==> src/rtl/uart_tx_arbiter_if.sv <==
// Requester-side bundle of the UART transmit arbiter: per-requester request,
// byte and end-of-message flag in, accept strobe and one-hot grant out.
interface uart_tx_arbiter_if #(
  parameter int NREQ = 4
);
  logic [NREQ-1:0]   i_req;
  logic [8*NREQ-1:0] i_data;
  logic [NREQ-1:0]   i_last;
  logic [NREQ-1:0]   o_ack;
  logic [NREQ-1:0]   o_grant;

  modport master (
    output i_req,
    output i_data,
    output i_last,
    input  o_ack,
    input  o_grant
  );

  modport slave (
    input  i_req,
    input  i_data,
    input  i_last,
    output o_ack,
    output o_grant
  );
endinterface

==> src/rtl/uart_tx_arbiter.sv <==
// Round-robin arbiter sharing one UART transmitter between NREQ byte streams.
// A grant is held for a whole message and revoked if the owner stalls too long.
module uart_tx_arbiter #(
  parameter int NREQ     = 4,
  parameter int MAX_IDLE = 1000
) (
  input  logic             i_clk,
  input  logic             i_rst_n,
  uart_tx_arbiter_if.slave req_bus,
  output logic             o_timeout,
  output logic             o_wr,
  output logic [7:0]       o_data,
  input  logic             i_busy
);

  localparam int PTR_W = $clog2(NREQ);
  localparam int CNT_W = $clog2(MAX_IDLE + 1);

  localparam logic [0:0] ST_IDLE  = 1'b0;
  localparam logic [0:0] ST_OWNED = 1'b1;

  localparam logic [CNT_W-1:0] IDLE_LIMIT = CNT_W'(MAX_IDLE);
  localparam logic [PTR_W-1:0] LAST_IDX   = PTR_W'(NREQ - 1);

  logic [0:0]       state_r;
  logic [NREQ-1:0]  grant_r;
  logic [PTR_W-1:0] grant_idx_r;
  logic [PTR_W-1:0] rr_ptr_r;
  logic [CNT_W-1:0] idle_cnt_r;
  logic             timeout_r;

  logic             owned_s;
  logic             req_g_s;
  logic             last_g_s;
  logic             accept_s;
  logic             expire_s;
  logic             release_s;
  logic [PTR_W-1:0] pick_s;
  logic [PTR_W-1:0] next_ptr_s;
  logic [7:0]       data_s;

  // First set request bit at or above ptr, wrapping from NREQ-1 back to 0.
  function automatic logic [PTR_W-1:0] rr_pick(input logic [NREQ-1:0]  req,
                                               input logic [PTR_W-1:0] ptr);
    logic [PTR_W-1:0] pick;
    logic [PTR_W-1:0] cand;
    logic             found;
    int unsigned      idx;
    pick  = ptr;
    found = 1'b0;
    for (int i = 0; i < NREQ; i++) begin
      idx  = (int'(ptr) + i) % NREQ;
      cand = PTR_W'(idx);
      if (!found && req[cand]) begin
        pick  = cand;
        found = 1'b1;
      end else begin
        found = found;
      end
    end
    return pick;
  endfunction

  function automatic logic [NREQ-1:0] to_onehot(input logic [PTR_W-1:0] idx);
    logic [NREQ-1:0] oh;
    oh = {NREQ{1'b0}};
    for (int k = 0; k < NREQ; k++) begin
      oh[k] = (PTR_W'(k) == idx);
    end
    return oh;
  endfunction

  // Owner handshake decode: accept, end-of-message release and stall expiry.
  always_comb begin
    owned_s    = (state_r == ST_OWNED);
    req_g_s    = owned_s && (|(req_bus.i_req & grant_r));
    last_g_s   = |(req_bus.i_last & grant_r);
    accept_s   = req_g_s && !i_busy;
    expire_s   = owned_s && !req_g_s && (idle_cnt_r == IDLE_LIMIT);
    release_s  = (accept_s && last_g_s) || expire_s;
    next_ptr_s = (grant_idx_r == LAST_IDX) ? {PTR_W{1'b0}} : grant_idx_r + PTR_W'(1);
    pick_s     = rr_pick(req_bus.i_req, rr_ptr_r);
  end

  // Byte mux steered by the registered one-hot grant, so i_data only reaches o_data.
  always_comb begin
    data_s = 8'h00;
    for (int k = 0; k < NREQ; k++) begin
      data_s = data_s | (req_bus.i_data[8*k +: 8] & {8{grant_r[k]}});
    end
  end

  assign o_wr            = req_g_s;
  assign o_data          = owned_s ? data_s : 8'h00;
  assign o_timeout       = timeout_r;
  assign req_bus.o_ack   = grant_r & {NREQ{accept_s}};
  assign req_bus.o_grant = grant_r;

  // Ownership FSM with round-robin pointer and owner stall counter.
  always_ff @(posedge i_clk or negedge i_rst_n) begin
    if (!i_rst_n) begin
      state_r     <= ST_IDLE;
      grant_r     <= {NREQ{1'b0}};
      grant_idx_r <= {PTR_W{1'b0}};
      rr_ptr_r    <= {PTR_W{1'b0}};
      idle_cnt_r  <= {CNT_W{1'b0}};
      timeout_r   <= 1'b0;
    end else begin
      timeout_r <= 1'b0;
      case (state_r)
        ST_IDLE: begin
          idle_cnt_r <= {CNT_W{1'b0}};
          if (|req_bus.i_req) begin
            state_r     <= ST_OWNED;
            grant_idx_r <= pick_s;
            grant_r     <= to_onehot(pick_s);
          end else begin
            state_r <= ST_IDLE;
            grant_r <= {NREQ{1'b0}};
          end
        end
        ST_OWNED: begin
          if (release_s) begin
            state_r    <= ST_IDLE;
            grant_r    <= {NREQ{1'b0}};
            rr_ptr_r   <= next_ptr_s;
            idle_cnt_r <= {CNT_W{1'b0}};
            timeout_r  <= expire_s;
          end else if (req_g_s) begin
            idle_cnt_r <= {CNT_W{1'b0}};
          end else begin
            idle_cnt_r <= idle_cnt_r + CNT_W'(1);
          end
        end
        default: begin
          state_r    <= ST_IDLE;
          grant_r    <= {NREQ{1'b0}};
          idle_cnt_r <= {CNT_W{1'b0}};
        end
      endcase
    end
  end

endmodule

==> src/flat_wrapper.sv <==
// flat-port wrapper written by rule: the top's interface ports become plain ports
module uart_tx_arbiter_flat 
#(
  parameter int NREQ     = 4,
  parameter int MAX_IDLE = 1000
)
  (i_clk, i_rst_n, o_timeout, o_wr, o_data, i_busy, req_bus_i_req, req_bus_i_data, req_bus_i_last, req_bus_o_ack, req_bus_o_grant);
  uart_tx_arbiter_if #(.NREQ(NREQ)) req_bus_i ();
  input  logic i_clk;
  input  logic i_rst_n;
  output logic o_timeout;
  output logic o_wr;
  output logic [7:0] o_data;
  input  logic i_busy;
  input wire logic [$bits(req_bus_i.i_req)-1:0] req_bus_i_req;
  input wire logic [$bits(req_bus_i.i_data)-1:0] req_bus_i_data;
  input wire logic [$bits(req_bus_i.i_last)-1:0] req_bus_i_last;
  output wire logic [$bits(req_bus_i.o_ack)-1:0] req_bus_o_ack;
  output wire logic [$bits(req_bus_i.o_grant)-1:0] req_bus_o_grant;
  assign req_bus_i.i_req = req_bus_i_req;
  assign req_bus_i.i_data = req_bus_i_data;
  assign req_bus_i.i_last = req_bus_i_last;
  assign req_bus_o_ack = req_bus_i.o_ack;
  assign req_bus_o_grant = req_bus_i.o_grant;
  uart_tx_arbiter #(.NREQ(NREQ), .MAX_IDLE(MAX_IDLE)) u_core (.i_clk(i_clk), .i_rst_n(i_rst_n), .req_bus(req_bus_i), .o_timeout(o_timeout), .o_wr(o_wr), .o_data(o_data), .i_busy(i_busy));
endmodule
==> config.mk <==
export PLATFORM = sky130hd
export DESIGN_NAME = uart_tx_arbiter_flat
export DESIGN_NICKNAME = d
export VERILOG_FILES = /design/src/rtl/uart_tx_arbiter_if.sv /design/src/rtl/uart_tx_arbiter.sv /design/src/flat_wrapper.sv
export SDC_FILE = /design/constraint.sdc
export NUM_CORES = 1
export LEC_CHECK = 0
export CAP_MARGIN = 40
export CORE_MARGIN = 4
export CORE_UTILIZATION = 37
export CTS_CLUSTER_SIZE = 8
export DETAILED_ROUTE_END_ITERATION = 7
export HOLD_SLACK_MARGIN = 0.02
export PLACE_DENSITY = 0.85
export SLEW_MARGIN = 5
export SYNTH_ARGS = -nofsm -noshare
export SYNTH_HDL_FRONTEND = slang
export SYNTH_SLANG_ARGS = --single-unit
export TNS_END_PERCENT = 20
==> constraint.sdc <==
create_clock -name i_clk -period 1.6 [get_ports i_clk]
set_input_delay 0.32 -clock i_clk [delete_from_list [all_inputs] [get_ports i_clk]]
set_output_delay 0.32 -clock i_clk [all_outputs]
set_load 0.01 [all_outputs]
==> impl_metrics.env, run 1 <==
export IMPL_synth_seq_cells=20
export IMPL_yosys_top_cells_count="20 x a22oi_1, 20 x dfrtp_1, 15 x nor2_1"
export IMPL_reg2regPathDepth=6
export IMPL_max_freq_mhz=596
export IMPL_place_congestion=0.851
export IMPL_path_max_fanout=2
export IMPL_synth_area_top_cells="dfrtp_1 39%, a22oi_1 12%, a21boi_0 4.7%, nor2_1 4.4%, xnor2_1 4.1%"
export IMPL_clkTransAtPathRegs_ns=0.11
export IMPL_viasPerCell=5.24
export IMPL_status="complete, but fails checks"
export IMPL_grt_max_degree=21
export IMPL_vias=1388
export IMPL_tightest_slew_ns=0.444
export IMPL_tritoncts="built"
export IMPL_drc=0
export IMPL_dieArea_sq_um=4460
export IMPL_p_leak_nw=0.944
export IMPL_cts_hold_buf=0
export IMPL_final_nets=266
export IMPL_h_tree_depth=1
export IMPL_syn_avg_cell_area_sq_um=9.20
export IMPL_core_rowCount=21
export IMPL_antenna_found_initial=0
export IMPL_antennaDiodeCount=0
export IMPL_pre_cts_ws_ns=-0.598
export IMPL_cp_start_kind="flip-flop"
export IMPL_fin_ws_ns=-0.0785
export IMPL_crit_arrival_ns=1.36
export IMPL_synth_edf_count=0
export IMPL_netlist_area_sq_um=1280
export IMPL_port_buffers=60
export IMPL_drtIter0Drc=77
export IMPL_hold_viol=0
export IMPL_ir_drop_v=0.000896
export IMPL_finalSetupViolCount=11
export IMPL_timing_rr_end="u_core.rr_ptr_r[0]"
export IMPL_reg2reg_slack_ns=-0.05
export IMPL_coreArea_sq_um=3340
export IMPL_insertion_delay_ns=0.30
export IMPL_dpl_hpwl_microns=2930
export IMPL_max_cap_viol_count=0
export IMPL_crit_type="reg2out"
export IMPL_clockBufferDepth=2
export IMPL_clock_sinks=20
export IMPL_rr_startpoint="u_core.req_bus.o_grant[2]"
export IMPL_place_inst=261
export IMPL_p_per_area_nw_per_um2=1490
export IMPL_syn_inst=139
export IMPL_root_buffer="clkbuf_4"
export IMPL_yosys_area_top_type="dfrtp_1"
export IMPL_cp_required_ns=1.28
export IMPL_synth_ff_type="dfrtp_1"
export IMPL_yosysSeqAreaShare_pct=39.1
export IMPL_wl_per_cell_microns=14.6
export IMPL_floorplan_initialDensity_pct=38.3
export IMPL_fin_crit_sh_pct=105
export IMPL_max_slew_margin_pct=70.1
export IMPL_rsz0062_at_grt="true"
export IMPL_drtAntennaViolNets=0
export IMPL_grt_pass1_wl_microns=6150
export IMPL_synth_cell_types=34
export IMPL_slew_viol_final=0
export IMPL_fin_cells=265
export IMPL_violations="negative setup slack"
export IMPL_hold_path_class="in2async"
export IMPL_post_synth_top_area_fraction_pct=39.1
export IMPL_die_w_microns=66.8
export IMPL_ys_warn_count=0
export IMPL_cts_buffers=3
export IMPL_finalCriticalPeriod_ns=1.68
export IMPL_overflow=0
export IMPL_syn_nets=185
export IMPL_skew_ns=0.00611
export IMPL_cp_end_kind="output port"
export IMPL_grt_pass1_vias=1377
export IMPL_async_reset_ff_share_pct=100
export IMPL_drt_first_pass_iters=4
export IMPL_routed_wl_microns=3860
export IMPL_area_growth_pct=66.5
export IMPL_drive_gt1_share_pct=26.0
export IMPL_io_pins=61
export IMPL_grt_util_all_layers_pct=18.5
export IMPL_fp_dieH_microns=66.8
## worst max-delay path, cell delays in order, from the launching register on
cell and delay [ns]:
dfrtp_1 0.42, a22oi_2 0.20, buf_4 0.13, and2_4 0.15, nor2b_4 0.04, buf_6 0.11
## sequential cells by signal (all words and copies together) (netlist names)
name and count:
u_core.o_timeout 1, u_core.idle_cnt_r 10, u_core.req_bus.o_grant 4, u_core.grant_idx_r 2, u_core.owned_s 1, u_core.rr_ptr_r 2
## timing repair
action	4_1_cts	5_1_grt
gates resized for setup	61	25
setup buffers	1	0
hold endpoints to repair	0	0
pin swaps	8	4
endpoints found under the setup margin	21	17
## through the flow
stage | hold WS, ns | TNS, ns | utilization, % | cell area, sq um | total power, W
2_1_floorplan | 0.0244 | 0 | - | 1280 | 0.00180
3_3_place_gp | 0.505 | -9.72 | 62.3 | 2080 | 0.00284
3_5_place_dp | 0.536 | -10.15 | 62.3 | 2080 | 0.00288
4_1_cts | 0.334 | -1.39 | 63.5 | 2120 | 0.00314
5_1_grt | 0.343 | -1.62 | 63.8 | 2130 | 0.00343
6_report | 0.338 | -0.443 | 63.8 | 2130 | 0.00317
## layout by cell type (no fill, tap or decap), types with 2 or more instances in the layout
cell | Yosys | final
a21boi_1 | 0 | 7
a21o_1 | 2 | 2
a22oi_1 | 20 | 14
a22oi_2 | 0 | 6
a32o_1 | 2 | 2
and2_1 | 6 | 6
buf_2 | 0 | 8
buf_4 | 0 | 17
buf_6 | 0 | 6
clkbuf_2 | 0 | 4
clkbuf_4 | 0 | 3
clkdlybuf4s50_1 | 0 | 39
dfrtp_1 | 20 | 20
dlygate4sd2_1 | 0 | 8
ha_1 | 3 | 3
inv_1 | 4 | 4
mux2_4 | 2 | 2
nand2_1 | 9 | 9
nand3_1 | 3 | 3
nor2_1 | 15 | 14
nor2b_1 | 4 | 3
nor3_1 | 5 | 4
o21ai_0 | 4 | 4
xnor2_1 | 6 | 6
xor2_1 | 2 | 2
## layout make-up
| cell class | instances | area [sq um] |
|---|---|---|
| multi-input cells | 109 | 805 |
| repair buffers | 82 | 716 |
| flip-flops and latches | 20 | 500 |
| clock buffers | 4 | 36.3 |
| inverters | 4 | 15.0 |
| well taps | 46 | 57.6 |
| fillers | 281 | 1210 |
## per-layer routing
layer | global-route usage (%) | up-vias | share of wire [%]
li1 | - | 677 | -
met1 | 19.4 | 645 | 37
met2 | 34.2 | 53 | 53
met3 | 5.56 | 13 | 6.5
met4 | 7.36 | 0 | 3.2
met5 | 0 | - | 0
## where the power goes
| part | switching, W | total [W] | internal (W) |
|---|---|---|---|
| clock | 0.000150 | 0.000289 | 0.000139 |
| sequential | 0.000137 | 0.000790 | 0.000653 |
| combinational | 0.00103 | 0.00209 | 0.00106 |
| total | 0.00132 | 0.00317 | 0.00186 |
## kinds of logic (layout without fill, tap and decap cells)
| kind of cell | count (synthesis) | after routing | synth area share [%] |
|---|---|---|---|
| AND/OR/NAND/NOR | 49 | 49 | 19.0 |
| multiplexers | 3 | 3 | 3.23 |
| buffers and inverters | 10 | 90 | 2.93 |
| AO/OA/AOI/OAI | 46 | 46 | 27.3 |
| XOR/XNOR | 8 | 8 | 5.48 |
| adder cells (fa/ha/maj) | 3 | 3 | 2.94 |
| flip-flops | 20 | 20 | 39.1 |
## worst max path at each step
stage               slack, ns            endpoint                       from
finish                  -0.08                o_wr  u_core.req_bus.o_grant[2]
global route            -0.16                o_wr  u_core.req_bus.o_grant[0]
CTS                     -0.14           o_data[1]  u_core.req_bus.o_grant[2]
detailed placement      -0.60                o_wr           req_bus_i_req[0]
global placement        -0.62                o_wr           req_bus_i_req[0]
floorplan               0.003  u_core.rr_ptr_r[0]       u_core.idle_cnt_r[0]
(Power assumes the default switching activity.)
==> run 2: changes to the inputs <==
--- a/config.mk
+++ b/config.mk
@@ -5,11 +5,12 @@
 export SDC_FILE = /design/constraint.sdc
 export NUM_CORES = 1
 export LEC_CHECK = 0
-export CAP_MARGIN = 40
+export CAP_MARGIN = 20
 export CORE_MARGIN = 4
 export CORE_UTILIZATION = 37
 export CTS_CLUSTER_SIZE = 8
 export DETAILED_ROUTE_END_ITERATION = 7
+export GPL_TIMING_DRIVEN = 0
 export HOLD_SLACK_MARGIN = 0.02
 export PLACE_DENSITY = 0.85
 export SLEW_MARGIN = 5
==> run 2 against run 1 <==
Effect of this change: the flow still finishes with violations (negative setup slack); count of clock-buffer cells in the layout fell by 1; critical path depth unchanged; wire length decreased by 2.0%; non-clock buffer count decreased by 6; design area rose by 0.29%; clock power up 47%; clock skew grew 0.0059 ns; combinational power about the same; power rose by 5.1%; first-iteration DRC count decreased by 36%; critical path type unchanged.
==> impl_metrics.env, run 2 (same netlist as run 1, synthesis figures left out) <==
export IMPL_max_freq_mhz=556
export IMPL_max_slew_margin_pct=42.4
export IMPL_coreArea_sq_um=3340
export IMPL_tritoncts="built"
export IMPL_io_pins=61
export IMPL_path_max_fanout=3
export IMPL_setup_tns_ns=-1.65
export IMPL_insertion_delay_ns=0.32
export IMPL_wl_per_cell_microns=14.6
export IMPL_hold_path_class="in2async"
export IMPL_crit_family="flip-flops"
export IMPL_num_fill_cells=271
export IMPL_place_congestion=0.745
export IMPL_port_buffers=60
export IMPL_final_nets=260
export IMPL_cp_required_ns=1.28
export IMPL_drtAntennaViolNets=0
export IMPL_floorplan_initialDensity_pct=38.3
export IMPL_cp_end_kind="output port"
export IMPL_finalCriticalPeriod_ns=1.80
export IMPL_regMostFlops="u_core.idle_cnt_r"
export IMPL_drc=0
export IMPL_rr_startpoint="u_core.req_bus.o_grant[1]"
export IMPL_cp_slowest_cell="dfrtp_1"
export IMPL_crit_arrival_ns=1.48
export IMPL_place_area_sq_um=1940
export IMPL_drtIter0Drc=49
export IMPL_slew_viol_final=0
export IMPL_routed_wl_microns=3780
export IMPL_clockBufferDepth=2
export IMPL_fp_dieH_microns=66.8
export IMPL_grt_pass1_vias=1309
export IMPL_final_common_cell="clkdlybuf4s50_1"
export IMPL_core_rowCount=21
export IMPL_reg2regPathDepth=6
export IMPL_antennaDiodeCount=0
export IMPL_overflow=0
export IMPL_vias=1362
export IMPL_ir_drop_v=0.000996
export IMPL_fin_area_sq_um=2140
export IMPL_finalSetupViolCount=26
export IMPL_tightest_slew_ns=0.861
export IMPL_p_leak_nw=0.917
export IMPL_area_growth_pct=67.0
export IMPL_max_cap_viol_count=0
export IMPL_cts_buffers=3
export IMPL_grt_pass1_wl_microns=5900
export IMPL_drive_gt1_share_pct=24.9
export IMPL_skew_ns=0.0120
export IMPL_largest_register_ffs=10
export IMPL_dieArea_sq_um=4460
export IMPL_hold_viol=0
export IMPL_grt_util_all_layers_pct=17.4
export IMPL_dpl_hpwl_microns=2660
export IMPL_p_per_area_nw_per_um2=1560
export IMPL_cp_startpoint="u_core.req_bus.o_grant[1]"
export IMPL_root_buffer="clkbuf_4"
export IMPL_hold_worst_slack_ns=0.477
export IMPL_die_w_microns=66.8
export IMPL_cp_num_buf_inv=2
export IMPL_cts_hold_buf=0
export IMPL_clock_sinks=20
export IMPL_crit_cells=5
export IMPL_cp_start_kind="flip-flop"
export IMPL_status="complete, but fails checks"
export IMPL_layout_common_cells="39 x clkdlybuf4s50_1, 20 x dfrtp_1, 15 x nor2_1"
export IMPL_fin_ws_ns=-0.198
export IMPL_rsz0062_at_grt="true"
export IMPL_drt_first_pass_iters=4
export IMPL_fin_crit_sh_pct=112
export IMPL_clkTransAtPathRegs_ns=0.13
export IMPL_crit_type="reg2out"
export IMPL_violations="negative setup slack"
export IMPL_h_tree_depth=1
export IMPL_max_stage_delay_ns=0.42
export IMPL_antenna_found_initial=0
export IMPL_crit_chain="buf_6, a22oi_2, and2_4, nor2b_2, buf_2"
export IMPL_viasPerCell=5.26
export IMPL_grt_max_degree=21
run 2: routing by layer:
metal	wire [microns]	share of wire, %	vias up	global-route usage, %
met5	0	0	-	0
met4	82	2.2	0	6.60
met3	211	5.6	8	5.06
met2	1910	50	57	29.5
met1	1580	42	635	20.6
li1	-	-	662	-
run 2: stage by stage:
| stage | utilization [%] | instances | setup WS [ns] | total power [W] |
|---|---|---|---|---|
| floorplan | - | 139 | 0.00330 | 0.00180 |
| global route | 64.0 | 259 | -0.264 | 0.00356 |
| detailed placement | 58.0 | 245 | -0.863 | 0.00261 |
| global placement | 58.0 | 245 | -0.873 | 0.00259 |
| CTS | 62.1 | 256 | -0.138 | 0.00317 |
| finish | 64.0 | 259 | -0.198 | 0.00334 |
run 2: path summary, 6_finish.rpt:
path	end	slack, ns
setup reg to reg	u_core.rr_ptr_r[0]	-0.11
min in group i_clk	u_core.idle_cnt_r[0]	0.52
hold / removal	u_core.idle_cnt_r[2]	0.48
hold reg to reg	u_core.idle_cnt_r[0]	0.52
setup / recovery	o_wr	-0.20
max in group asynchronous	u_core.grant_idx_r[0]	0.58
run 2: power breakdown:
part | switching (W) | internal (W)
clock network | 0.000170 | 0.000254
registers | 0.000165 | 0.000653
logic | 0.00102 | 0.00107
total | 0.00136 | 0.00198
run 2: worst register-to-register path: cells and delay by family, from the launching register on:
family          cells  cell delay, ns
flops               1            0.42
compound gates      2            0.45
buf+inv             2            0.23
simple gates        1            0.22
mux                 1            0.31
run 2: what timing repair did:
item,in CTS,in global routing
pin swaps,8,12
setup buffers,7,3
setup endpoints to repair,32,30
resized for setup,100,7
hold endpoints to repair,0,0
cloned,0,0
run 2: layout make-up:
cell class	count	area, sq um	area share (%)
clock inverter	1	30.0	1.41
buffer	6	76.3	3.57
multi-input combinational	109	826	38.7
timing repair buffer	70	608	28.5
sequential	20	500	23.4
tap	46	57.6	2.69
clock buffer	3	22.5	1.05
inverter	4	15.0	0.703
